[src/rtl/openstrive_soc_pkg.sv]
// openstrive_soc_pkg: shared widths and FSM state encoding for the SoC memory controller.
package openstrive_soc_pkg;
  localparam int MEM_ADDR_W = 22;
  localparam int BUS_ADDR_W = 32;
  localparam int BE_W = 4;
  typedef logic [0:0] state_t;
  localparam state_t ST_INIT = 1'b0;
  localparam state_t ST_SERVE = 1'b1;
endpackage

[src/rtl/openstrive_soc_mem_init.sv]
// openstrive_soc_mem_init: zero-fill word counter, flags the last word of the fill.
module openstrive_soc_mem_init #(
  parameter int WORDS = 16,
  localparam int CW = $clog2(WORDS) + 1
) (
  input  logic          clk,
  input  logic          rst,
  input  logic          en,
  output logic [CW-1:0] cnt_o,
  output logic          done_o
);
  logic [CW-1:0] cnt_q, cnt_d;
  always_comb cnt_d = en ? cnt_q + 1'b1 : cnt_q;
  always_ff @(posedge clk or posedge rst) begin
    if (rst) cnt_q <= '0;
    else cnt_q <= cnt_d;
  end
  assign cnt_o = cnt_q;
  assign done_o = en && cnt_q == CW'(WORDS - 1);
endmodule

[src/rtl/openstrive_soc_mem_ctrl.sv]
// openstrive_soc_mem_ctrl: core data port to single-port SRAM bridge with
// post-reset zero-fill and out-of-range bus errors.
module openstrive_soc_mem_ctrl
  import openstrive_soc_pkg::*;
#(
  parameter int WORDS = 16,
  parameter bit INIT_ZERO = 1'b1
) (
  input  logic                  clk,
  input  logic                  rst,
  input  logic                  data_req_i,
  output logic                  data_gnt_o,
  input  logic                  data_we_i,
  input  logic [BE_W-1:0]       data_be_i,
  input  logic [BUS_ADDR_W-1:0] data_addr_i,
  input  logic [31:0]           data_wdata_i,
  output logic                  data_rvalid_o,
  output logic [31:0]           data_rdata_o,
  output logic                  data_err_o,
  output logic                  init_done_o,
  output logic                  mem_ena_o,
  output logic [BE_W-1:0]       mem_wen_o,
  output logic [MEM_ADDR_W-1:0] mem_addr_o,
  output logic [31:0]           mem_wdata_o,
  input  logic [31:0]           mem_rdata_i
);
  localparam int CW = $clog2(WORDS) + 1;
  state_t state_q, state_d;
  logic rsp_valid_q, rsp_valid_d, rsp_read_q, rsp_read_d, rsp_err_q, rsp_err_d;
  logic [CW-1:0] cnt;
  logic [29:0] idx;
  logic init, init_last, hit, acc, addr_unused;
  openstrive_soc_mem_init #(.WORDS(WORDS)) u_init (
    .clk(clk), .rst(rst), .en(init), .cnt_o(cnt), .done_o(init_last)
  );
  assign idx = data_addr_i[31:2];
  assign addr_unused = ^data_addr_i[1:0];
  assign init = state_q == ST_INIT;
  // Full 30-bit compare so high address bits can never alias into the SRAM.
  assign hit = idx < 30'(WORDS);
  assign data_gnt_o = !rst && !init && data_req_i;
  assign acc = data_gnt_o && hit;
  always_comb begin
    state_d = (init && init_last) ? ST_SERVE : state_q;
    rsp_valid_d = data_gnt_o;
    rsp_read_d = acc && !data_we_i;
    rsp_err_d = data_gnt_o && !hit;
  end
  always_ff @(posedge clk or posedge rst) begin
    if (rst) begin
      state_q <= INIT_ZERO ? ST_INIT : ST_SERVE;
      rsp_valid_q <= 1'b0;
      rsp_read_q <= 1'b0;
      rsp_err_q <= 1'b0;
    end else begin
      state_q <= state_d;
      rsp_valid_q <= rsp_valid_d;
      rsp_read_q <= rsp_read_d;
      rsp_err_q <= rsp_err_d;
    end
  end
  assign mem_ena_o = init || acc;
  assign mem_wen_o = init ? '1 : (acc && data_we_i) ? data_be_i : '0;
  assign mem_addr_o = init ? MEM_ADDR_W'(cnt) : acc ? idx[MEM_ADDR_W-1:0] : '0;
  assign mem_wdata_o = (!init && acc && data_we_i) ? data_wdata_i : '0;
  assign data_rvalid_o = rsp_valid_q;
  assign data_err_o = rsp_valid_q && rsp_err_q;
  assign data_rdata_o = (rsp_valid_q && rsp_read_q) ? mem_rdata_i : '0;
  assign init_done_o = !init;
endmodule

[config.mk]
export PLATFORM = sky130hd
export DESIGN_NAME = openstrive_soc_mem_ctrl
export DESIGN_NICKNAME = d
export VERILOG_FILES = /design/src/rtl/openstrive_soc_pkg.sv /design/src/rtl/openstrive_soc_mem_init.sv /design/src/rtl/openstrive_soc_mem_ctrl.sv
export SDC_FILE = /design/constraint.sdc
export NUM_CORES = 1
export LEC_CHECK = 0
export BUFFER_PORTS_ARGS = -buffer_cell sky130_fd_sc_hd__buf_2
export CELL_PAD_IN_SITES_DETAIL_PLACEMENT = 1
export CELL_PAD_IN_SITES_GLOBAL_PLACEMENT = 2
export CORE_MARGIN = 2
export CORE_UTILIZATION = 13
export DETAILED_ROUTE_END_ITERATION = 10
export PLACE_DENSITY_LB_ADDON = 0.1
export SLEW_MARGIN = 20
export SYNTH_ARGS = -nofsm -noshare
export SYNTH_HDL_FRONTEND = slang
export SYNTH_SLANG_ARGS = --single-unit
[constraint.sdc]
create_clock -name clk -period 1.8 [get_ports clk]
set_input_delay 0.18 -clock clk [delete_from_list [all_inputs] [get_ports clk]]
set_output_delay 0.18 -clock clk [all_outputs]
set_load 0.005 [all_outputs]
## Word-level counts from Yosys, hierarchy flattened

Cells that the tools add are included.

- Register bits: 9
- Input port bits: 104

- Equal/unequal tests: 1
- Muxes and demuxes: 6
- Reductions and logical operators: 16
- Add/subtract/negate cells: 1
- Magnitude comparators: 1
- Bitwise gates (word level): 1

Operators with widths:

| cell | count |
|---|---|
| $mux 32 | 2 |
| $mux 22 | 2 |
| $lt 30x5->1 const B | 1 |
| $logic_and 1x1->1 | 12 |
| $mux 4 | 2 |
| $add 5x1->5 const B | 1 |
| $eq 5x4->1 const B | 1 |
| $logic_not 1->1 | 3 |
| $logic_or 1x1->1 | 1 |
| $not 1->1 | 1 |

## Logic depth before layout (Yosys ltp)

- Word-level depth: 7
- Mapped depth: 5
- Mapped depth without buffers: 5

## By module

Synthesis repeated with hierarchy kept, for this count alone.

- Cell total of the unflattened synthesis: 192
- Area total of the unflattened synthesis: 1441.4 um2

By module, submodules not included:

| module | instances | cells an instance | area each (um2) | sequential area each (um2) |
|---|---|---|---|---|
| openstrive_soc_mem_ctrl | 1 | 173 | 1197.4 | 100.1 |
| openstrive_soc_mem_init | 1 | 19 | 244.0 | 125.1 |

## Least setup slack after synthesis

OpenSTA, ideal clock, no wires.

- Path type: reg-to-output
- Start: register state_q (netlist: init_done_o)
- End: output port mem_wdata_o[10]
- Arrival time: 1.283 ns
- Required time: 1.620 ns
- Slack: 0.337 ns
- Cell stages (with the launch flop): 6
- Cell sequence: dfrtp_1 -> buf_2 -> and4b_1 -> nand4_2 -> buf_4 -> nor3_2

- Cells in the longest elaborated chain, start to end: 6

RTL lines:

| element | RTL line | text |
|---|---|---|
| from (decl) | openstrive_soc_mem_ctrl.sv:28 | `state_t state_q, state_d;` |
| from (signal assigned) | openstrive_soc_mem_ctrl.sv:51 | `state_q <= INIT_ZERO ? ST_INIT : ST_SERVE;` |
| from (signal assigned) | openstrive_soc_mem_ctrl.sv:56 | `state_q <= state_d;` |
| $logic_and 1x1->1 (2 in a row) | openstrive_soc_mem_ctrl.sv:41 | `assign data_gnt_o = !rst && !init && data_req_i;` |
| $logic_and 1x1->1 | openstrive_soc_mem_ctrl.sv:42 | `assign acc = data_gnt_o && hit;` |
| $logic_and 1x1->1 * (2 in a row) | openstrive_soc_mem_ctrl.sv:65 | `assign mem_wdata_o = (!init && acc && data_we_i) ? data_wdata_i : '0;` |
| $mux 32 * | openstrive_soc_mem_ctrl.sv:65 |  |
| to (decl) | openstrive_soc_mem_ctrl.sv:24 | `output logic [31:0] mem_wdata_o,` |

Mark *: on every way between the ends. The rest lies on a longest branch, timed or not.

## Worst setup path in the final report

- Start: register state_q (netlist: init_done_o)
- End: output port mem_wdata_o[21]

The elaborated chain is that of the path after synthesis.

==> results.py <==
metrics = {
    "outcome": {
        "status": "finished clean",
    },
    "floorplan": {
        "die_area_um2": 11800,
        "core_um2": 10700,
        "dieHeight_um": 109,
        "initial_core_util": 0.133,
        "rows": 38,
        "num_io_pins": 199,
        "die_w_um": 109,
    },
    "route": {
        "dr_total_vias": 1926,
        "wl_per_cell_um": 11.7,
        "drt-initial-drc-count": 69,
        "wl_mm": 5.99,
        "dr.pass1.iters": 3,
        "drc": 0,
        "drtAntennaViolNets": 0,
        "detail_route.vias_per_cell": 3.75,
    },
    "sta": {
        "report.final.slew_viol_count": 0,
        "rsz0062_at_grt": "yes",
        "max_freq_mhz": 571,
        "fin_worst_skew_ps": 1.19,
        "final_hold_viol_count": 0,
        "finalCritPeriodShare": 0.973,
        "setup_viol_count_final": 0,
        "period_minus_slack_ps": 1750,
        "setup_slack_ps": 49.1,
    },
    "grt": {
        "overflow": 0,
        "grt_max_degree": 35,
        "grt_pass1_vias": 1781,
        "grt_first_pass_wirelength_mm": 8.85,
        "grt_usage": 0.0934,
        "antenna_found_initial": 0,
    },
    "clock_network": {
        "cts_tree": "done",
        "htreeDepth": 1,
        "cts-root-buf": "clkbuf_8",
        "clock_latency_ps": 230,
        "clk_pin_slew_ps": 50,
        "cts_buffer_depth": 2,
        "cts_inserted_buffers": 3,
        "cts_sinks": 9,
    },
    "pwr": {
        "power_uw": 626,
        "p_per_area_nw_per_um2": 235,
        "leakage_nw": 1.67,
        "peakVddDrop_mv": 0.229,
    },
    "worst_setup_path": {
        "startpoint_type": "flop",
        "worst_setup_path_end_kind": "output port",
        "crit_fanout": 12,
        "arrival_ps": 1570,
        "crit_required_ps": 1620,
        "criticalPathCategory": "reg -> out",
    },
    "final_layout": {
        "num_antenna_cells": 0,
        "drive_above_1_share": 0.649,
        "design_area_um2": 2660,
        "area_delta_synth_final_pct": 86.9,
        "fillers": 1382,
        "finalNetCount": 480,
    },
    "placed_design": {
        "gp_congestion": 0.655,
        "dpl_cell_area_um2": 2450,
        "hpwl_mm": 4.96,
        "pre_cts_slack_ps": 27.1,
        "port_buffers": 179,
    },
    "yosys": {
        "synth_edf_count": 0,
        "syn_inst": 189,
        "synth_area_leaders": "nor3_2, dfrtp_1, and3_1",
        "yosys-top-cells-count": "inv_1, and3_1, nor3_2",
        "yosysTopAreaCellShare": 0.211,
        "syn_area_um2": 1430,
        "avgSynthCellArea_um2": 7.54,
        "yosysMostFrequentCell": "inv_1",
        "synth_seq_area_share": 0.158,
        "yosysWarnings": 0,
        "ys_async_sr_fraction": 1.00,
        "synth_top_area_cell": "nor3_2",
        "ys_seq_elements": 9,
        "ys.flop_type": "dfrtp_1",
        "yosysUniqueCellTypes": 30,
    },
    "flow_run": {
        "drv_cap": 0,
    },
    "min_path": {
        "hold_class": "in -> reg",
    },
}
[cells in the final DEF (no fill, tap or decap), types with 3 or more instances in the layout]
master and instances:
nor4_1 3, o32ai_1 3, dfrtp_1 9, inv_1 42, buf_2 179, xnor2_1 3, conb_1 17, buf_12 3
nand2_1 4, o31ai_2 3, buf_4 11, nor3_2 29, and3_1 33, clkbuf_8 3
[worst paths after layout]
path | endpoint | slack [ps] | cells after the start | start
worst min-delay path | rsp_read_q$_DFF_PP0_ | 130 | 2 | data_we_i
worst max-delay path | mem_wdata_o[21] | 50 | 6 | init_done_o$_DFFE_PP0P_
max in group asynchronous | rsp_err_q$_DFF_PP0_ | 1160 | 4 | rst
worst min register to register | u_init.cnt_o[3]$_DFFE_PP0N_ | 500 | 1 | u_init.cnt_o[3]$_DFFE_PP0N_
worst max register to register | u_init.cnt_o[3]$_DFFE_PP0N_ | 400 | 3 | init_done_o$_DFFE_PP0P_
min in group asynchronous | u_init.cnt_o[2]$_DFFE_PP0N_ | 500 | 4 | rst
[report_power, final]
group / total (mW) / leakage (nW) / internal, mW / switching (mW)
clock: 0.239 / 0.0228 / 0.155 / 0.0841
combinational: 0.182 / 1.54 / 0.0982 / 0.0837
sequential: 0.206 / 0.113 / 0.205 / 0.000485
[logic make-up (layout without fill, tap and decap cells)]
logic type	Yosys count	after routing	share of synthesized area
AND/OR/NAND/NOR	87	87	0.472
XOR/XNOR	3	3	0.0184
other	1	17	0.00263
multiplexers	2	2	0.0149
adder cells (fa/ha/maj)	2	2	0.0176
AO/OA/AOI/OAI	10	10	0.0615
flip-flops	9	9	0.158
buffers and inverters	75	243	0.255
[worst max-delay path, stage by stage (launching register included)]
cell     delay (ps)
dfrtp_1         360
and4b_2         280
nand4_4         140
buf_12          180
buf_16          150
nor3_2          100
buf_2           130
[sequential cells by signal, indices dropped and copies added, names as in the netlist]
signal and count:
u_init.cnt_o 5, rsp_read_q 1, rsp_err_q 1, data_rvalid_o 1, init_done_o 1
[routing by layer]
layer  vias to the layer above  wire length [um]  global-route usage  part of all wire
li1                        963                 -                   -                 -
met1                       844              2180               0.105              0.36
met2                       117              3070               0.175              0.51
met3                         2               713              0.0281              0.12
met4                         0                33              0.0147            0.0055
met5                         -                 0                   0                 0
[layout make-up]
cell class              instances  area [um^2]  area share
multi-input cells             121          951       0.357
repair buffers                196         1100       0.414
well taps                     140          175      0.0658
clock buffers                   4         45.0      0.0169
inverters                      43          164      0.0615
flip-flops and latches          9          225      0.0845
[per-stage QoR]
step,instances,utilization,hold WS (ps),setup TNS [ps]
floorplan,205,-,16.3,0
global placement,502,0.228,195,0
detailed placement,502,0.228,203,0
CTS,510,0.241,131,0
global route,513,0.248,133,-1040
finish,513,0.248,135,0
[what timing repair did]
action | 4_1_cts | 5_1_grt
resized for setup | 2 | 11
pin swaps | 1 | 2
gates cloned | 2 | 0
endpoints found under the hold margin | 9 | 0
setup endpoints to repair | 4 | 38
hold buffers | 1 | 0
setup buffers | 1 | 3
(Power assumes the default switching activity.)
